### src/rtl/sha1_pkg.sv
// rtl/sha1_pkg.sv - shared state encoding and round-group constants for the SHA-1 sequencer
package sha1_pkg;

  typedef enum logic [2:0] {
    ST_IDLE     = 3'd0,
    ST_INIT     = 3'd1,
    ST_WAIT_BLK = 3'd2,
    ST_ROUND    = 3'd3,
    ST_ADD      = 3'd4,
    ST_FINISH   = 3'd5
  } sha1_state_e;

  localparam int SHA1_ROUNDS = 80;
  localparam int SHA1_GRP1   = 20;
  localparam int SHA1_GRP2   = 40;
  localparam int SHA1_GRP3   = 60;

  // Saturates at 3 so a longer ROUNDS override cannot select a fifth K.
  function automatic logic [1:0] sha1_fsel(input logic [6:0] idx);
    if (idx >= 7'(SHA1_GRP3)) return 2'd3;
    if (idx >= 7'(SHA1_GRP2)) return 2'd2;
    if (idx >= 7'(SHA1_GRP1)) return 2'd1;
    return 2'd0;
  endfunction

endpackage

### src/rtl/sha1_round_counter.sv
// rtl/sha1_round_counter.sv - round index counter with RPC step, terminal flag and fsel decode
module sha1_round_counter
  import sha1_pkg::*;
#(
  parameter int ROUNDS = SHA1_ROUNDS,
  parameter int RPC    = 1
) (
  input  logic       clk,
  input  logic       nreset,
  input  logic       clr_i,
  input  logic       step_i,
  output logic [6:0] round_idx_o,
  output logic       last_o,
  output logic [1:0] fsel_o
);

  localparam logic [6:0] STEP     = 7'(RPC);
  localparam logic [6:0] LAST_IDX = 7'(ROUNDS - RPC);

  logic [6:0] idx_q, idx_d;

  assign last_o      = (idx_q == LAST_IDX);
  assign round_idx_o = idx_q;
  assign fsel_o      = sha1_fsel(idx_q);

  // Wraps to 0 on the terminal step so the index is already 0 in ADD.
  always_comb begin
    idx_d = idx_q;
    if (clr_i) begin
      idx_d = '0;
    end else if (step_i) begin
      idx_d = last_o ? 7'd0 : idx_q + STEP;
    end
  end

  always_ff @(posedge clk) begin
    if (!nreset) begin
      idx_q <= '0;
    end else begin
      idx_q <= idx_d;
    end
  end

endmodule

### src/rtl/sha1_round_sequencer.sv
// rtl/sha1_round_sequencer.sv - control FSM sequencing IV load, block intake, rounds and digest add
module sha1_round_sequencer
  import sha1_pkg::*;
#(
  parameter int ROUNDS = SHA1_ROUNDS,
  parameter int RPC    = 1,
  parameter int BLK_W  = 16
) (
  input  logic             clk,
  input  logic             nreset,
  input  logic             start,
  input  logic [BLK_W-1:0] num_blocks,
  input  logic             blk_valid,
  input  logic             abort,
  output logic             blk_ready,
  output logic             load_iv,
  output logic             load_block,
  output logic             round_en,
  output logic [6:0]       round_idx,
  output logic [1:0]       fsel,
  output logic             add_digest,
  output logic [2:0]       state,
  output logic [BLK_W-1:0] blocks_left,
  output logic             busy,
  output logic             done,
  output logic             err
);

  if (!(RPC == 1 || RPC == 2 || RPC == 4 || RPC == 5)) begin : g_bad_rpc
    $error("sha1_round_sequencer: RPC must be 1, 2, 4 or 5");
  end

  sha1_state_e      state_q, state_d;
  logic [BLK_W-1:0] nblk_q, nblk_d;
  logic [BLK_W-1:0] left_q, left_d;
  logic             err_q, err_d;
  logic             round_last;

  sha1_round_counter #(
    .ROUNDS (ROUNDS),
    .RPC    (RPC)
  ) u_cnt (
    .clk         (clk),
    .nreset      (nreset),
    .clr_i       (abort || (state_q != ST_ROUND)),
    .step_i      (state_q == ST_ROUND),
    .round_idx_o (round_idx),
    .last_o      (round_last),
    .fsel_o      (fsel)
  );

  always_comb begin
    state_d = state_q;
    nblk_d  = nblk_q;
    left_d  = left_q;
    err_d   = 1'b0;
    case (state_q)
      ST_IDLE: begin
        if (start) begin
          if (num_blocks != '0) begin
            state_d = ST_INIT;
            nblk_d  = num_blocks;
          end else begin
            err_d = 1'b1;
          end
        end
      end
      ST_INIT: begin
        left_d  = nblk_q;
        state_d = ST_WAIT_BLK;
      end
      ST_WAIT_BLK: if (blk_valid) state_d = ST_ROUND;
      ST_ROUND:    if (round_last) state_d = ST_ADD;
      ST_ADD: begin
        left_d  = left_q - BLK_W'(1);
        state_d = (left_q == BLK_W'(1)) ? ST_FINISH : ST_WAIT_BLK;
      end
      ST_FINISH:   state_d = ST_IDLE;
      default:     state_d = ST_IDLE;
    endcase
    // Abort overrides every transition above, including the final ADD.
    if (abort && (state_q != ST_IDLE)) begin
      state_d = ST_IDLE;
      left_d  = '0;
      err_d   = 1'b1;
    end
  end

  always_ff @(posedge clk) begin
    if (!nreset) begin
      state_q <= ST_IDLE;
      nblk_q  <= '0;
      left_q  <= '0;
      err_q   <= 1'b0;
    end else begin
      state_q <= state_d;
      nblk_q  <= nblk_d;
      left_q  <= left_d;
      err_q   <= err_d;
    end
  end

  assign blk_ready   = (state_q == ST_WAIT_BLK);
  assign load_iv     = (state_q == ST_INIT);
  assign load_block  = (state_q == ST_WAIT_BLK) && blk_valid;
  assign round_en    = (state_q == ST_ROUND);
  assign add_digest  = (state_q == ST_ADD);
  assign done        = (state_q == ST_FINISH);
  assign busy        = (state_q != ST_IDLE);
  assign state       = state_q;
  assign blocks_left = left_q;
  assign err         = err_q;

endmodule
### config.mk
export PLATFORM = sky130hd
export DESIGN_NAME = sha1_round_sequencer
export DESIGN_NICKNAME = d
export VERILOG_FILES = /design/src/rtl/sha1_pkg.sv /design/src/rtl/sha1_round_counter.sv /design/src/rtl/sha1_round_sequencer.sv
export SDC_FILE = /design/constraint.sdc
export NUM_CORES = 1
export LEC_CHECK = 0
export CORE_ASPECT_RATIO = 1.25
export CORE_UTILIZATION = 51
export CTS_BUF_LIST = sky130_fd_sc_hd__clkbuf_4
export CTS_CLUSTER_DIAMETER = 50
export CTS_CLUSTER_SIZE = 28
export DETAILED_ROUTE_END_ITERATION = 10
export MAX_ROUTING_LAYER = met4
export PLACE_DENSITY = 0.92
export SYNTH_ARGS = -nofsm -noshare
export SYNTH_HDL_FRONTEND = slang
export SYNTH_SLANG_ARGS = --single-unit
### constraint.sdc
create_clock -name clk -period 2.47 [get_ports clk]
set_input_delay 0.494 -clock clk [delete_from_list [all_inputs] [get_ports clk]]
set_output_delay 0.494 -clock clk [all_outputs]
set_load 0.03 [all_outputs]
# After elaboration in Yosys (flattened, before gate mapping)
# Index checks and enable logic that the tools add are counted.
[word_totals]
reg_bits = 43
output_inout_bits = 36
[op_classes]
bitwise_logic = 1
n_lt_le_gt_ge = 3
n_mux = 24
eq_ne = 12
addsub = 2
reduce_logical = 11
[ops]
columns = ["cell", "n"]
rows = [
  ["16-bit case mux with 2 select lines", 1],
  ["16-bit by 1-bit equality test with 1-bit output (second input constant)", 1],
  ["16-bit nonzero test", 1],
  ["16-bit by 1-bit subtractor with 16-bit output (second input constant)", 1],
  ["3-bit two-way mux", 5],
  ["3-bit case mux with 5 select lines", 1],
  ["7-bit by 6-bit greater-or-equal comparator with 1-bit output (second input constant)", 2],
  ["2-bit two-way mux", 6],
  ["1-bit two-way mux", 10],
  ["7-bit by 1-bit adder with 7-bit output (second input constant)", 1],
  ["7-bit equality test (second input constant)", 1],
  ["7-bit by 5-bit greater-or-equal comparator with 1-bit output (second input constant)", 1],
  ["7-bit two-way mux", 1],
  ["3-bit by 2-bit equality test with 1-bit output (second input constant)", 2],
  ["3-bit equality test (second input constant)", 2],
  ["2-bit inequality test (second input constant)", 3],
  ["4-bit AND reduction", 1],
  ["2-bit OR reduction", 2],
  ["3-bit by 1-bit equality test with 1-bit output (second input constant)", 1],
  ["3-bit logical NOT", 1],
  ["3-bit by 2-bit inequality test with 1-bit output (second input constant)", 1],
  ["3-bit AND reduction", 1],
  ["3-bit nonzero test", 1],
  ["1-bit logical AND", 2],
  ["other kinds (4)", 4],
]

# Logic depth before layout (Yosys ltp)
[logic_depth]
ltp_word = 8
ltp_mapped = 7

# Cells and area by module
# Synthesis repeated with hierarchy kept, for this count alone.
[hier_totals]
cells_unflattened = 294
area_unflattened_um2 = 2434.8
[by_module_without_submodules]
columns = ["module", "seq_area_each_um2", "cells_each", "instances", "area_each_um2"]
rows = [
  ["sha1_round_sequencer", 720.7, 243, 1, 1996.9],
  ["sha1_round_counter", 140.1, 51, 1, 437.9],
]

# Worst setup path after synthesis
# Ideal clock, no wire load.
[synth_timing]
kind = "reg2reg"
startpoint = "register u_cnt.idx_q[0], in the netlist u_cnt.round_idx_o[0]"
endpoint = "register state_q[0], in the netlist state[0]"
arrival_time_ps = 1979
n_path_buf = 0
required_time_ps = 2374
synth_period_minus_slack_ps = 2075
stages_incl_launch_ff = 6
setup_time_ps = 96
setup_slack_ps = 395
cell_sequence = "dfxtp_1 ha_1 nand3_2 or4b_4 a221o_1 o41ai_2"
[synth_between]
elab_chain_cells = 3
[synth_lines]
columns = ["item", "line", "source"]
rows = [
  ["start, declared", "sha1_round_counter.sv:20", "logic [6:0] idx_q, idx_d;"],
  ["start signal, assigned", "sha1_round_counter.sv:40", "idx_q <= idx_d;"],
  ["7-bit equality test", "sha1_round_counter.sv:22", "assign last_o = (idx_q == LAST_IDX);"],
  ["2-bit by 1-bit inequality test with 1-bit output (no source line)", "--", ""],
  ["4-bit AND reduction (no source line)", "--", ""],
  ["end signal, assigned", "sha1_round_sequencer.sv:96", "state_q <= state_d;"],
  ["end, declared", "sha1_round_sequencer.sv:33", "sha1_state_e state_q, state_d;"],
]
# Every way passes these cells.
# A chain may end at the register's enable or synchronous reset.

# Worst setup path after layout
[layout_timing]
startpoint = "register state_q[1], in the netlist state[1]"
endpoint = "output busy"
[layout_between]
elab_chain_cells = 1
[layout_lines]
columns = ["item", "line", "source"]
rows = [
  ["3-bit nonzero test", "sha1_round_sequencer.sv:109", "assign busy = (state_q != ST_IDLE);"],
  ["end, declared", "sha1_round_sequencer.sv:24", "output logic busy,"],
]
# Every way passes these cells.

==> results.json <==
{
  "dpl_cell_area_um2": 2880,
  "avgSynthCellArea_um2": 8.29,
  "globalplace.congestion": 0.928,
  "power_mw": 1.72,
  "critPathKind": "reg2out",
  "p_leak_nw": 1.04,
  "path_clk_slew_ps": 120,
  "maxCapViolCount": 0,
  "critPathBufInv": 3,
  "period_share": 0.962,
  "wl_um": 5830,
  "tns_ps": 0,
  "grt_use_met2": 0.406,
  "vias_per_cell": 6.01,
  "synth_seq_cells": 43,
  "startpoint_type": "register",
  "grt_usage": 0.271,
  "netlist_area_um2": 2270,
  "drt-initial-drc-count": 220,
  "grt_pass1_vias": 2093,
  "vias": 2320,
  "final_util": 0.706,
  "cts_buffer_depth": 2,
  "report.final.slew_viol_count": 0,
  "synth_ff_type": "dfxtp_1",
  "hold_path_class": "reg2reg",
  "worstPathMaxFanout": 9,
  "ys_warn_count": 0,
  "synthCells": 274,
  "antenna_found_initial": 0,
  "max_freq_ghz": 0.421,
  "rsz0062_at_grt": "no",
  "dr.pass1.iters": 6,
  "htreeDepth": 2,
  "cts_tree": "built",
  "fin_crit_ps": 2380,
  "fp.dieW_um": 61.7,
  "cpMaxStageDelayCell": "clkdlybuf4s50_1",
  "synth_async_sr_flop_share": 0,
  "layout_common_cells": "clkdlybuf4s50_1, dfxtp_1, nor2_1",
  "worstMarginPinSlew_ps": 561,
  "grt_pass1_wl_um": 9530,
  "maxSlewHeadroom": 0.625,
  "cts_sinks": 43,
  "setup.worst_path.end_class": "output port",
  "peakVddDrop_mv": 0.419,
  "grt_use_met1": 0.350,
  "final_common_cell": "clkdlybuf4s50_1",
  "areaGrowthSynthToFinish_pct": 29.3,
  "n_antenna_cell": 0,
  "syn_nets": 299,
  "power.density_nw_per_um2": 587,
  "setup_violations": 0,
  "root_buffer": "clkbuf_4",
  "remaining_drc_errors": 0,
  "path_delay_family": "buffers and inverters",
  "nNetsFinal": 354,
  "status": "completed",
  "use_met3": 0.0662,
  "crit_required_ps": 1980,
  "layout-drive-gt1-share": 0.0970,
  "ant_nets": 0,
  "fillers": 355,
  "pin_count": 57,
  "post_drt_wl_per_cell_um": 15.1,
  "ys_seq_area_frac": 0.379,
  "post_cts_buffers": 0,
  "ys_types": 56,
  "insertion_delay_ps": 350,
  "die_area_um2": 4730,
  "hpwl_um": 4280,
  "die_h_um": 76.6,
  "top_usage_layer": "met2",
  "slowest_delay_ps": 610,
  "portBuffers": 56,
  "skew_ps": 9.59,
  "overflow": 0,
  "rows": 26,
  "crit_arrival_ps": 1880,
  "core_um2": 4160,
  "path_cells": "buf_4 -> nor3_2 -> inv_1 -> clkdlybuf4s50_1",
  "cts_made_buffers": 5,
  "initial_core_util": 0.546,
  "grt_max_degree": 19,
  "fin_area_um2": 2940,
  "synth_edf_count": 0,
  "hold_viol_final": 0,
  "hold_slack_ps": 456
}
-- routing by layer --
metal  vias up  routed length [um]
met2       123                2980
met1      1063                2350
li1       1123                   -
met3        11                 392
met4         0                 108
met5         -                   0
-- layout make-up --
cell class	instances	area, um2	share of cell area
multi-input cells	206	1300	0.443
clock inverters	1	5.00	0.00170
repair buffers	64	613	0.209
flip-flops and latches	43	862	0.293
clock buffers	7	52.6	0.0179
well taps	56	70.1	0.0239
inverters	9	35.0	0.0119
-- worst min-delay path, stage by stage, from the launching register on --
cell     delay (ps)
dfxtp_1         330
nand2_1          60
a21oi_1          50
-- final timing paths --
check                                 from               to  slack [ps]  cells after the start
worst max register to register    state[0]  blocks_left[15]         510                      6
worst min-delay path            nblk_q[12]  blocks_left[12]         460                      2
worst min register to register  nblk_q[12]  blocks_left[12]         460                      2
worst max-delay path              state[1]             busy          90                      4
-- state kept, by name (all words and copies together) (netlist names) --
name / flops
blocks_left: 16
nblk_q: 16
u_cnt.round_idx_o: 7
state: 3
err: 1
-- Yosys cell counts (all sizes together), types with 3 or more instances --
master  number  area (um2)
and3         3        18.8
clkbuf      10        37.5
xnor2        3        26.3
a221oi       3        26.3
inv          7        26.3
a21boi      16         120
dfxtp       43         861
nor2        25        93.8
or4          3        22.5
nand3       23         120
o21ai       22         110
a21oi       16        80.1
a22oi        4        30.0
buf          6        46.3
o311ai       3        26.3
nor4         6        58.8
a31oi        6        37.5
and2         4        25.0
nand2       18        67.6
nand4        7        43.8
nor3         6        30.0
ha           4        50.1
-- kinds of logic (layout without fill, tap and decap cells) --
| logic type | Yosys count | in the layout | share of synthesized area |
|---|---|---|---|
| compound gates | 83 | 83 | 0.240 |
| xor+xnor | 4 | 4 | 0.0154 |
| flops | 43 | 43 | 0.379 |
| buf+inv | 25 | 81 | 0.0523 |
| mux | 3 | 3 | 0.0143 |
| fa+ha+maj | 5 | 5 | 0.0264 |
| simple gates | 111 | 111 | 0.273 |
-- metrics by stage --
| step | std cells | setup WS [ps] |
|---|---|---|
| 6_report | 386 | 93.7 |
| 5_1_grt | 386 | 10.9 |
| 4_1_cts | 386 | 15.4 |
| 3_5_place_dp | 378 | 158 |
| 3_3_place_gp | 378 | 207 |
| 2_1_floorplan | 274 | 395 |
-- repair_timing --
item                       CTS  global route
hold endpoints to repair     0             0
hold buffers                 0             0
setup endpoints to repair    4             3
resized for setup            4             5
-- power breakdown --
part           leakage [nW]  internal (mW)  switching, mW
combinational         0.651          0.227          0.347
clock                0.0361          0.133          0.217
sequential            0.350          0.749         0.0517
total                  1.04           1.11          0.615
Power figures use the tool's default switching activity.
